`src/rtl/ptp_tfp.sv`:
```
// PTP transmit frame parser: walks each outgoing frame (L2 with up to MAX_TAGS tags, IPv4/UDP, IPv6/UDP)
// and reports the messageType, sequenceId, sourcePortIdentity and header offset of any PTP message found.
module ptp_tfp #(
   parameter int MAX_TAGS = 2,
   parameter int OFS_W    = 11
) (
   input  logic             clk,
   input  logic             rst_n,
   input  logic             tx_en,
   input  logic             tx_dv,
   input  logic [7:0]       txd,
   output logic             ptp_valid,
   output logic             ptp_event,
   output logic             ptp_udp,
   output logic [3:0]       ptp_msg_type,
   output logic [15:0]      ptp_seq_id,
   output logic [79:0]      ptp_src_port_id,
   output logic [OFS_W-1:0] ptp_hdr_ofs,
   output logic             ptp_abort
);

   localparam int TAG_W = $clog2(MAX_TAGS + 2);
   localparam logic [TAG_W-1:0] MAX_TAGS_C = TAG_W'(MAX_TAGS);

   typedef enum logic [3:0] {
      S_IDLE, S_MAC, S_ETYP, S_TAG, S_IP4, S_IP6, S_UDP, S_PTP, S_SKIP
   } state_t;

   state_t           state_q, state_d;
   logic             armed_q, armed_d;
   logic [OFS_W-1:0] bcnt_q, bcnt_d;
   logic [5:0]       fcnt_q, fcnt_d;
   logic [TAG_W-1:0] tags_q, tags_d;
   logic [7:0]       etyp_hi_q, etyp_hi_d;
   logic [3:0]       ihl_q, ihl_d;

   // Shadow copies of a PTP header in progress; only published when byte 31 arrives.
   logic             sh_udp_q, sh_udp_d;
   logic [3:0]       sh_type_q, sh_type_d;
   logic [OFS_W-1:0] sh_ofs_q, sh_ofs_d;
   logic [79:0]      sh_src_q, sh_src_d;
   logic [7:0]       sh_seq_hi_q, sh_seq_hi_d;

   logic             valid_q, valid_d;
   logic             abort_q, abort_d;
   logic             event_q, event_d;
   logic             udp_q, udp_d;
   logic [3:0]       type_q, type_d;
   logic [15:0]      seq_q, seq_d;
   logic [79:0]      src_q, src_d;
   logic [OFS_W-1:0] ofs_q, ofs_d;

   logic [OFS_W-1:0] cur_idx;
   logic [OFS_W-1:0] bcnt_inc;
   logic [5:0]       fcnt_inc;
   logic [15:0]      etype;
   logic [5:0]       ip4_last;

   assign cur_idx  = (state_q == S_IDLE) ? '0 : bcnt_q;
   assign bcnt_inc = (cur_idx == {OFS_W{1'b1}}) ? cur_idx : cur_idx + 1'b1;
   assign fcnt_inc = fcnt_q + 6'd1;
   assign etype    = {etyp_hi_q, txd};
   assign ip4_last = {ihl_q, 2'b00} - 6'd1;

   always_comb begin
      state_d     = state_q;
      armed_d     = armed_q;
      bcnt_d      = bcnt_q;
      fcnt_d      = fcnt_q;
      tags_d      = tags_q;
      etyp_hi_d   = etyp_hi_q;
      ihl_d       = ihl_q;
      sh_udp_d    = sh_udp_q;
      sh_type_d   = sh_type_q;
      sh_ofs_d    = sh_ofs_q;
      sh_src_d    = sh_src_q;
      sh_seq_hi_d = sh_seq_hi_q;
      valid_d     = 1'b0;
      abort_d     = 1'b0;
      event_d     = event_q;
      udp_d       = udp_q;
      type_d      = type_q;
      seq_d       = seq_q;
      src_d       = src_q;
      ofs_d       = ofs_q;

      if (!tx_en) begin
         armed_d = 1'b1;
         abort_d = (state_q == S_PTP);
         state_d = S_IDLE;
         bcnt_d  = '0;
         fcnt_d  = '0;
         tags_d  = '0;
      end else if (tx_dv) begin
         if (state_q != S_IDLE) begin
            bcnt_d = bcnt_inc;
         end
         unique case (state_q)
            S_IDLE: begin
               // A frame already in flight when we were (re)armed is ignored to its end.
               if (armed_q) begin
                  armed_d = 1'b0;
                  state_d = S_MAC;
                  bcnt_d  = bcnt_inc;
                  fcnt_d  = 6'd1;
                  tags_d  = '0;
               end
            end
            S_MAC: begin
               if (fcnt_q == 6'd11) begin
                  state_d = S_ETYP;
                  fcnt_d  = '0;
               end else begin
                  fcnt_d = fcnt_inc;
               end
            end
            S_ETYP: begin
               if (fcnt_q == 6'd0) begin
                  etyp_hi_d = txd;
                  fcnt_d    = 6'd1;
               end else begin
                  fcnt_d = '0;
                  if (etype == 16'h8100 || etype == 16'h88A8) begin
                     if (tags_q < MAX_TAGS_C) begin
                        state_d = S_TAG;
                        tags_d  = tags_q + 1'b1;
                     end else begin
                        state_d = S_SKIP;
                     end
                  end else if (etype == 16'h88F7) begin
                     state_d  = S_PTP;
                     sh_udp_d = 1'b0;
                  end else if (etype == 16'h0800) begin
                     state_d = S_IP4;
                  end else if (etype == 16'h86DD) begin
                     state_d = S_IP6;
                  end else begin
                     state_d = S_SKIP;
                  end
               end
            end
            S_TAG: begin
               if (fcnt_q == 6'd1) begin
                  state_d = S_ETYP;
                  fcnt_d  = '0;
               end else begin
                  fcnt_d = 6'd1;
               end
            end
            S_IP4: begin
               fcnt_d = fcnt_inc;
               if (fcnt_q == 6'd0) begin
                  if (txd >= 8'h45 && txd <= 8'h4F) ihl_d = txd[3:0];
                  else                              state_d = S_SKIP;
               end else if (fcnt_q == 6'd9 && txd != 8'h11) begin
                  state_d = S_SKIP;
               end else if (fcnt_q == ip4_last) begin
                  state_d = S_UDP;
                  fcnt_d  = '0;
               end
            end
            S_IP6: begin
               fcnt_d = fcnt_inc;
               if (fcnt_q == 6'd0 && txd[7:4] != 4'h6) begin
                  state_d = S_SKIP;
               end else if (fcnt_q == 6'd6 && txd != 8'h11) begin
                  state_d = S_SKIP;
               end else if (fcnt_q == 6'd39) begin
                  state_d = S_UDP;
                  fcnt_d  = '0;
               end
            end
            S_UDP: begin
               fcnt_d = fcnt_inc;
               if (fcnt_q == 6'd2 && txd != 8'h01) begin
                  state_d = S_SKIP;
               end else if (fcnt_q == 6'd3 && txd != 8'h3F && txd != 8'h40) begin
                  state_d = S_SKIP;
               end else if (fcnt_q == 6'd7) begin
                  state_d  = S_PTP;
                  fcnt_d   = '0;
                  sh_udp_d = 1'b1;
               end
            end
            S_PTP: begin
               fcnt_d = fcnt_inc;
               if (fcnt_q == 6'd0) begin
                  sh_ofs_d  = cur_idx;
                  sh_type_d = txd[3:0];
               end else if (fcnt_q >= 6'd20 && fcnt_q <= 6'd29) begin
                  sh_src_d = {sh_src_q[71:0], txd};
               end else if (fcnt_q == 6'd30) begin
                  sh_seq_hi_d = txd;
               end else if (fcnt_q == 6'd31) begin
                  state_d = S_SKIP;
                  valid_d = 1'b1;
                  type_d  = sh_type_q;
                  event_d = (sh_type_q < 4'd4);
                  udp_d   = sh_udp_q;
                  seq_d   = {sh_seq_hi_q, txd};
                  src_d   = sh_src_q;
                  ofs_d   = sh_ofs_q;
               end
            end
            S_SKIP: begin
               state_d = S_SKIP;
            end
            default: begin
               state_d = S_SKIP;
            end
         endcase
      end
   end

   always_ff @(posedge clk or negedge rst_n) begin
      if (!rst_n) begin
         state_q     <= S_IDLE;
         armed_q     <= 1'b0;
         bcnt_q      <= '0;
         fcnt_q      <= '0;
         tags_q      <= '0;
         etyp_hi_q   <= '0;
         ihl_q       <= '0;
         sh_udp_q    <= 1'b0;
         sh_type_q   <= '0;
         sh_ofs_q    <= '0;
         sh_src_q    <= '0;
         sh_seq_hi_q <= '0;
         valid_q     <= 1'b0;
         abort_q     <= 1'b0;
         event_q     <= 1'b0;
         udp_q       <= 1'b0;
         type_q      <= '0;
         seq_q       <= '0;
         src_q       <= '0;
         ofs_q       <= '0;
      end else begin
         state_q     <= state_d;
         armed_q     <= armed_d;
         bcnt_q      <= bcnt_d;
         fcnt_q      <= fcnt_d;
         tags_q      <= tags_d;
         etyp_hi_q   <= etyp_hi_d;
         ihl_q       <= ihl_d;
         sh_udp_q    <= sh_udp_d;
         sh_type_q   <= sh_type_d;
         sh_ofs_q    <= sh_ofs_d;
         sh_src_q    <= sh_src_d;
         sh_seq_hi_q <= sh_seq_hi_d;
         valid_q     <= valid_d;
         abort_q     <= abort_d;
         event_q     <= event_d;
         udp_q       <= udp_d;
         type_q      <= type_d;
         seq_q       <= seq_d;
         src_q       <= src_d;
         ofs_q       <= ofs_d;
      end
   end

   assign ptp_valid       = valid_q;
   assign ptp_abort       = abort_q;
   assign ptp_event       = event_q;
   assign ptp_udp         = udp_q;
   assign ptp_msg_type    = type_q;
   assign ptp_seq_id      = seq_q;
   assign ptp_src_port_id = src_q;
   assign ptp_hdr_ofs     = ofs_q;

endmodule
```
`config.mk`:
```
export PLATFORM = sky130hd
export DESIGN_NAME = ptp_tfp
export DESIGN_NICKNAME = d
export VERILOG_FILES = /design/src/rtl/ptp_tfp.sv
export SDC_FILE = /design/constraint.sdc
export NUM_CORES = 1
export LEC_CHECK = 0
export CORE_MARGIN = 10
export CORE_UTILIZATION = 55
export CTS_CLUSTER_DIAMETER = 100
export DETAILED_ROUTE_END_ITERATION = 7
export DONT_BUFFER_PORTS = 1
export GPL_TIMING_DRIVEN = 0
export PLACE_DENSITY = 0.77
export RECOVER_POWER = 50
export SLEW_MARGIN = 15
export SYNTH_ARGS = -nofsm -noshare
export SYNTH_HDL_FRONTEND = slang
export SYNTH_SLANG_ARGS = --single-unit
```
`constraint.sdc`:
```
create_clock -name clk -period 3.7 [get_ports clk]
set_clock_uncertainty 0.2 [all_clocks]
set_input_delay 0.74 -clock clk [delete_from_list [all_inputs] [get_ports clk]]
set_output_delay 0.74 -clock clk [all_outputs]
set_load 0.02 [all_outputs]
```
# Word level (Yosys, flattened, before mapping)
# Index checks and enable logic that the tools add are counted.
[classes] addsub=4 mul=0 div=0 n_lt_le_gt_ge=6 n_eq_ne=53 shift=0 muxes=74 bitwise=3 n_reduce_logical=24
[op_table] operator="$mux 4" count=25
[op_table] operator="$mux 6" count=13
[op_table] operator="$mux 11" count=7
[op_table] operator="$eq 16x16->1 const B" count=4
[op_table] operator="$pmux 6 s8" count=1
[op_table] operator="$pmux 4 s8" count=1
[op_table] operator="$ne 3x3->1 const B" count=9
[op_table] operator="$mux 1" count=19
[op_table] operator="$eq 16x12->1 const B" count=1
[op_table] operator="$eq 4x3->1 const B" count=4
[op_table] operator="$ne 5x5->1 const B" count=3
[op_table] operator="$reduce_and 13->1" count=1
[op_table] operator="$eq 6x2->1 const B" count=2
[op_table] operator="$eq 6x3->1 const B" count=2
[op_table] operator="$eq 6x4->1 const B" count=2
[op_table] operator="$eq 6x5->1 const B" count=2
[op_table] operator="$mux 2" count=6
[op_table] operator="$ne 2x2->1 const B" count=6
[op_table] operator="$reduce_and 6->1" count=2
[op_table] operator="$add 11x1->11 const B" count=1
[op_table] operator="$eq 11x11->1 const B" count=1
[op_table] operator="$reduce_and 5->1" count=2
[op_table] operator="$ne 9x1->1 const B" count=1
[op_table] operator="$reduce_and 9->1" count=1
[op_table] operator="other kinds (36)" count=48
[totals] register_bits=255 latch_bits=0 ram_bits=0 romBits=0 elab_cells=184 memories=0

# Longest topological paths before layout
[logic_depth] word_depth=9 mapped_depth=11

# Least setup slack after synthesis
# Ideal clock, no wire load.
[synth_timing] path_type="flip-flop to flip-flop" from="register state_q[1]" to="register bcnt_q[9]" t_arrival_ns=2.537 required_ns=3.423 setup_slack_ns=0.885 stages_incl_launch_ff=12 path_buffers=2 cell_sequence="dfrtp_1 -> or4_1 -> clkbuf_1 -> clkbuf_1 -> and2_1 -> ha_1 -> nand2_1 -> nor4_1 -> nand2_1 -> a41oi_1 -> o21ai_0 -> a21oi_1"
[synth_via] elab_chain_cells=9 elab_cells_between_ends=11
[synth_rtl] element="start: declaration" line="29" source="state_t state_q, state_d;"
[synth_rtl] element="start signal: assignment" line="238" source="state_q <= state_d;"
[synth_rtl] element="$logic_not 4->1 (*)" line="59" source="assign cur_idx = (state_q == S_IDLE) ? '0 : bcnt_q;"
[synth_rtl] element="$mux 11 (*)" line="59"
[synth_rtl] element="named net cur_idx[0]" line="53" source="logic [OFS_W-1:0] cur_idx;"
[synth_rtl] element="$add 11x1->11 / $eq 11x11->1 (equally long branches)" line="60" source="assign bcnt_inc = (cur_idx == {OFS_W{1'b1}}) ? cur_idx : cur_idx + 1'b1;"
[synth_rtl] element="$mux 11 (*)" line="60"
[synth_rtl] element="$mux 11" line="95" source="if (state_q != S_IDLE) begin"
[synth_rtl] element="$mux 11" line="101" source="if (armed_q) begin"
[synth_rtl] element="$mux 11 (*)" line="98" source="unique case (state_q)"
[synth_rtl] element="$mux 11 (*)" line="94" source="end else if (tx_dv) begin"
[synth_rtl] element="$mux 11 (*)" line="87" source="if (!tx_en) begin"
[synth_rtl] element="end signal: assignment" line="240" source="bcnt_q <= bcnt_d;"
[synth_rtl] element="end: declaration" line="31" source="logic [OFS_W-1:0] bcnt_q, bcnt_d;"
# Mark *: on every way through the listed nets, which the timed path passes. The rest lies on a longest branch. The select of a mux whose other input is x is not followed.
# A chain may end at the register's enable or synchronous reset.

# Final worst setup path
[layout_timing] from="register fcnt_q[0]" to="register src_q[76], in the netlist ptp_src_port_id[76]"
[layout_via] elab_chain_cells=4 elab_cells_between_ends=10
[layout_rtl] element="start: declaration" line="32" source="logic [5:0] fcnt_q, fcnt_d;"
[layout_rtl] element="start signal: assignment" line="241" source="fcnt_q <= fcnt_d;"
[layout_rtl] element="$ge 6x5->1 / $le 6x5->1 (equally long branches)" line="190" source="end else if (fcnt_q >= 6'd20 && fcnt_q <= 6'd29) begin"
[layout_rtl] element="$logic_and 1x1->1" line="190"
[layout_rtl] element="$not 1->1 (no source line)"
[layout_rtl] element="$reduce_and 7->1 (no source line) (*)"
[layout_rtl] element="end signal: assignment" line="256" source="src_q <= src_d;"
[layout_rtl] element="end: declaration" line="50" source="logic [79:0] src_q, src_d;"
# Mark *: on every way between the ends. The rest lies on a longest branch, timed or not.

==> results.toml <==
[placed_design]
dp_hpwl_um = 16800
place_congestion = 0.932
portBuffers = 0

[synthesis]
yosys.area_share.simple = 0.0834
syn_inst = 806
synth_edf_count = 0
netlist.area_leader.share = 0.586
ys_seq_area_frac = 0.586
synth.area.mux_share = 0.231
synth.largest_area_cell = "dfrtp_1"
synth_ff_type = "dfrtp_1"
syn_avg_cell_area_um2 = 13.5
synth_area_um2 = 10900
synth_async_sr_flop_share = 1.00
ys_seq_elements = 255
synth_xor_area_frac = 0.00609
synth-adder-area-share = 0.00805
synth_top_family_by_area = "multiplexers"
synth-compound-area-share = 0.0591
yosys_warnings = 0
ys_types = 66
synth_fp_nets = 825
synth_area_leaders = "dfrtp_1 (59%), mux2_2 (23%), nand2_1 (1.6%)"

[routing]
wl_per_cell_um = 21.6
first_iter_violations = 450
wl_um = 24300
via_per_inst = 5.91
drc = 0
ant_nets = 0
firstDrtPassIters = 5
vias = 6627

[floorplan]
start_util = 0.559
fp.dieW_um = 161
num_rows = 51
coreArea_um2 = 19500
ios = 127
die_height_um = 161
die_area_um2 = 25800

[cts]
insertion_delay_ns = 0.53
cts_buffers = 27
clk_pin_slew_ns = 0.06
h-tree-depth = 1
cts_tree = "yes"
cts_root_buf = "clkbuf_16"
cts_max_path_buffers = 3
cts.sinks = 255

[sta]
setup_violations = 0
hold_ws_ns = -0.291
hold_viol = 255
period_share = 0.899
slew-limit-headroom = 0.278
tns_ns = 0
period_minus_slack_ns = 3.33
worstMarginPinSlew_ns = 1.07
rsz0062_at_grt = "no"
fmax_mhz = 301
slew_violations = 0

[power]
power_density_nw_per_um2 = 518
p_leak_uw = 0.00596
peakVddDrop_mv = 0.326

[status]
status = "finished, violations left"
violations = "negative hold slack"

[grt]
track_usage = 0.185
grt_pass1_wl_um = 39100
grt_pass1_vias = 6851
grt_start_max_net_pins = 256
grt_overflow_total = 0
antenna_found_initial = 0

[setup_path]
critPathKind = "reg -> reg"
crit_required_ns = 3.92
reg2reg_to = "ptp_src_port_id[76]"
rrSetupSlack_ns = 0.37
startpoint = "fcnt_q[0]"
cpPeakStageDelay_ns = 0.47
path_delay_family = "buffers and inverters"
path_cells = "ha_1, clkbuf_1, nor2b_1, o2111ai_1, nor3_2, buf_2, buf_2, mux2_2"
worst_ep_arrival_time_ns = 3.54
slowest_stage = "dfrtp_1"
endpoint_kind = "flop"
worst-path-buf-inv = 3
worstSetupStartpointType = "flop"
path_max_fanout = 10
reg2reg_depth = 8
crit_top_cell = "buf_2"
r2r-start = "fcnt_q[0]"

[final_layout]
postLayoutCoreUtil = 0.623
nets = 854
drive_gt1_frac = 0.353
diodes = 0
synthToLayoutAreaGrowth_pct = 11.4

[job]
timing.max_cap.violations = 0

[worst_hold_path]
hold_path_class = "in -> async"
[what timing repair did]
action / CTS / global route
endpoints found under the setup margin: 0 / 8
buffers inserted: 0 / 0
resized for setup: 0 / 3
endpoints found under the hold margin: 255 / 255
[per-layer routing]
| layer | vias to the layer above | track usage | part of all wire |
|---|---|---|---|
| li1 | 2982 | - | - |
| met1 | 3369 | 0.242 | 0.42 |
| met2 | 232 | 0.291 | 0.46 |
| met3 | 44 | 0.0637 | 0.098 |
| met4 | 0 | 0.0426 | 0.020 |
| met5 | - | 0 | 0 |
[state kept, by name, summed over array words and instances (netlist names), 2 cells and up]
register and cells:
etyp_hi_q 8, sh_ofs_q 11, ptp_msg_type 4, state_q 4
ptp_seq_id 16, tags_q 2, sh_src_q 80, bcnt_q 11
sh_type_q 4, fcnt_q 6, sh_seq_hi_q 8, ihl_q 4
ptp_src_port_id 80, ptp_hdr_ofs 11
[cell families (layout without fill, tap and decap cells)]
logic type      after synthesis  count (layout)
xor+xnor                      6               6
flops                       255             255
simple gates                160             160
mux                         224             224
buf+inv                      60             110
compound gates               94              94
fa+ha+maj                     7               7
[Yosys cell counts (7+ instances only)]
| cell | n |
|---|---|
| o21ai_0 | 29 |
| buf_2 | 18 |
| nand2_1 | 45 |
| a21oi_1 | 13 |
| nor2_1 | 22 |
| clkbuf_1 | 20 |
| dfrtp_1 | 255 |
| o21a_1 | 7 |
| nor4_1 | 9 |
| mux2_2 | 220 |
| nor3_1 | 11 |
| and2_1 | 9 |
| ha_1 | 7 |
| nor2b_1 | 8 |
| nand3_1 | 8 |
| nand4_1 | 10 |
| inv_1 | 15 |
[cells in the final DEF (no fill, tap or decap), drive strengths merged, types with 4 or more instances in the layout]
cell type    n
a211o        4
a211oi       6
a21oi       13
a31oi        5
and2         9
and3         5
buf         24
clkbuf      62
dfrtp      255
ha           7
inv         17
mux2       220
mux2i        4
nand2       45
nand3        8
nand4       10
nor2        22
nor2b        8
nor3        12
nor4        10
nor4b        4
o21a         7
o21ai       30
or4          7
[worst reg2reg max path: stages, from the launching register on]
cell       delay, ns
dfrtp_1         0.47
ha_1            0.19
clkbuf_1        0.35
nor2b_1         0.19
o2111ai_1       0.19
nor3_2          0.47
buf_2           0.37
buf_2           0.40
mux2_2          0.38
[power by group]
group          switching, uW  internal, uW  leakage, uW
sequential              85.6          2860      0.00354
clock                   1080          1590     0.000438
combinational            398           263      0.00198
[cell type report]
type	count	area, um2
clock inverters	9	96.3
plain buffers	45	225
clock buffers	41	808
well taps	265	332
flip-flops and latches	255	6380
fillers	1482	7330
multi-input cells	491	4230
inverters	15	56.3
[how the worst max path moves through the flow]
stage	to	slack [ns]	depth (start not counted)
2_1_floorplan	bcnt_q[9]	0.89	11
3_3_place_gp	bcnt_q[9]	0.23	11
3_5_place_dp	bcnt_q[9]	0.14	11
4_1_cts	bcnt_q[9]	0.09	11
5_1_grt	ptp_src_port_id[76]	0.09	8
6_report	ptp_src_port_id[76]	0.37	8
[metrics by stage]
step / instance area [um2] / setup WS [ns] / power, uW / instances
after CTS: 12100 / 0.0922 / 6340 / 1121
after global routing: 12100 / 0.0880 / 6540 / 1121
final: 12100 / 0.374 / 6280 / 1121
after global placement: 11200 / 0.229 / 3640 / 1071
after floorplan: 10900 / 0.885 / 3480 / 806
after detailed placement: 11200 / 0.145 / 3640 / 1071
Power figures use the tool's default switching activity.
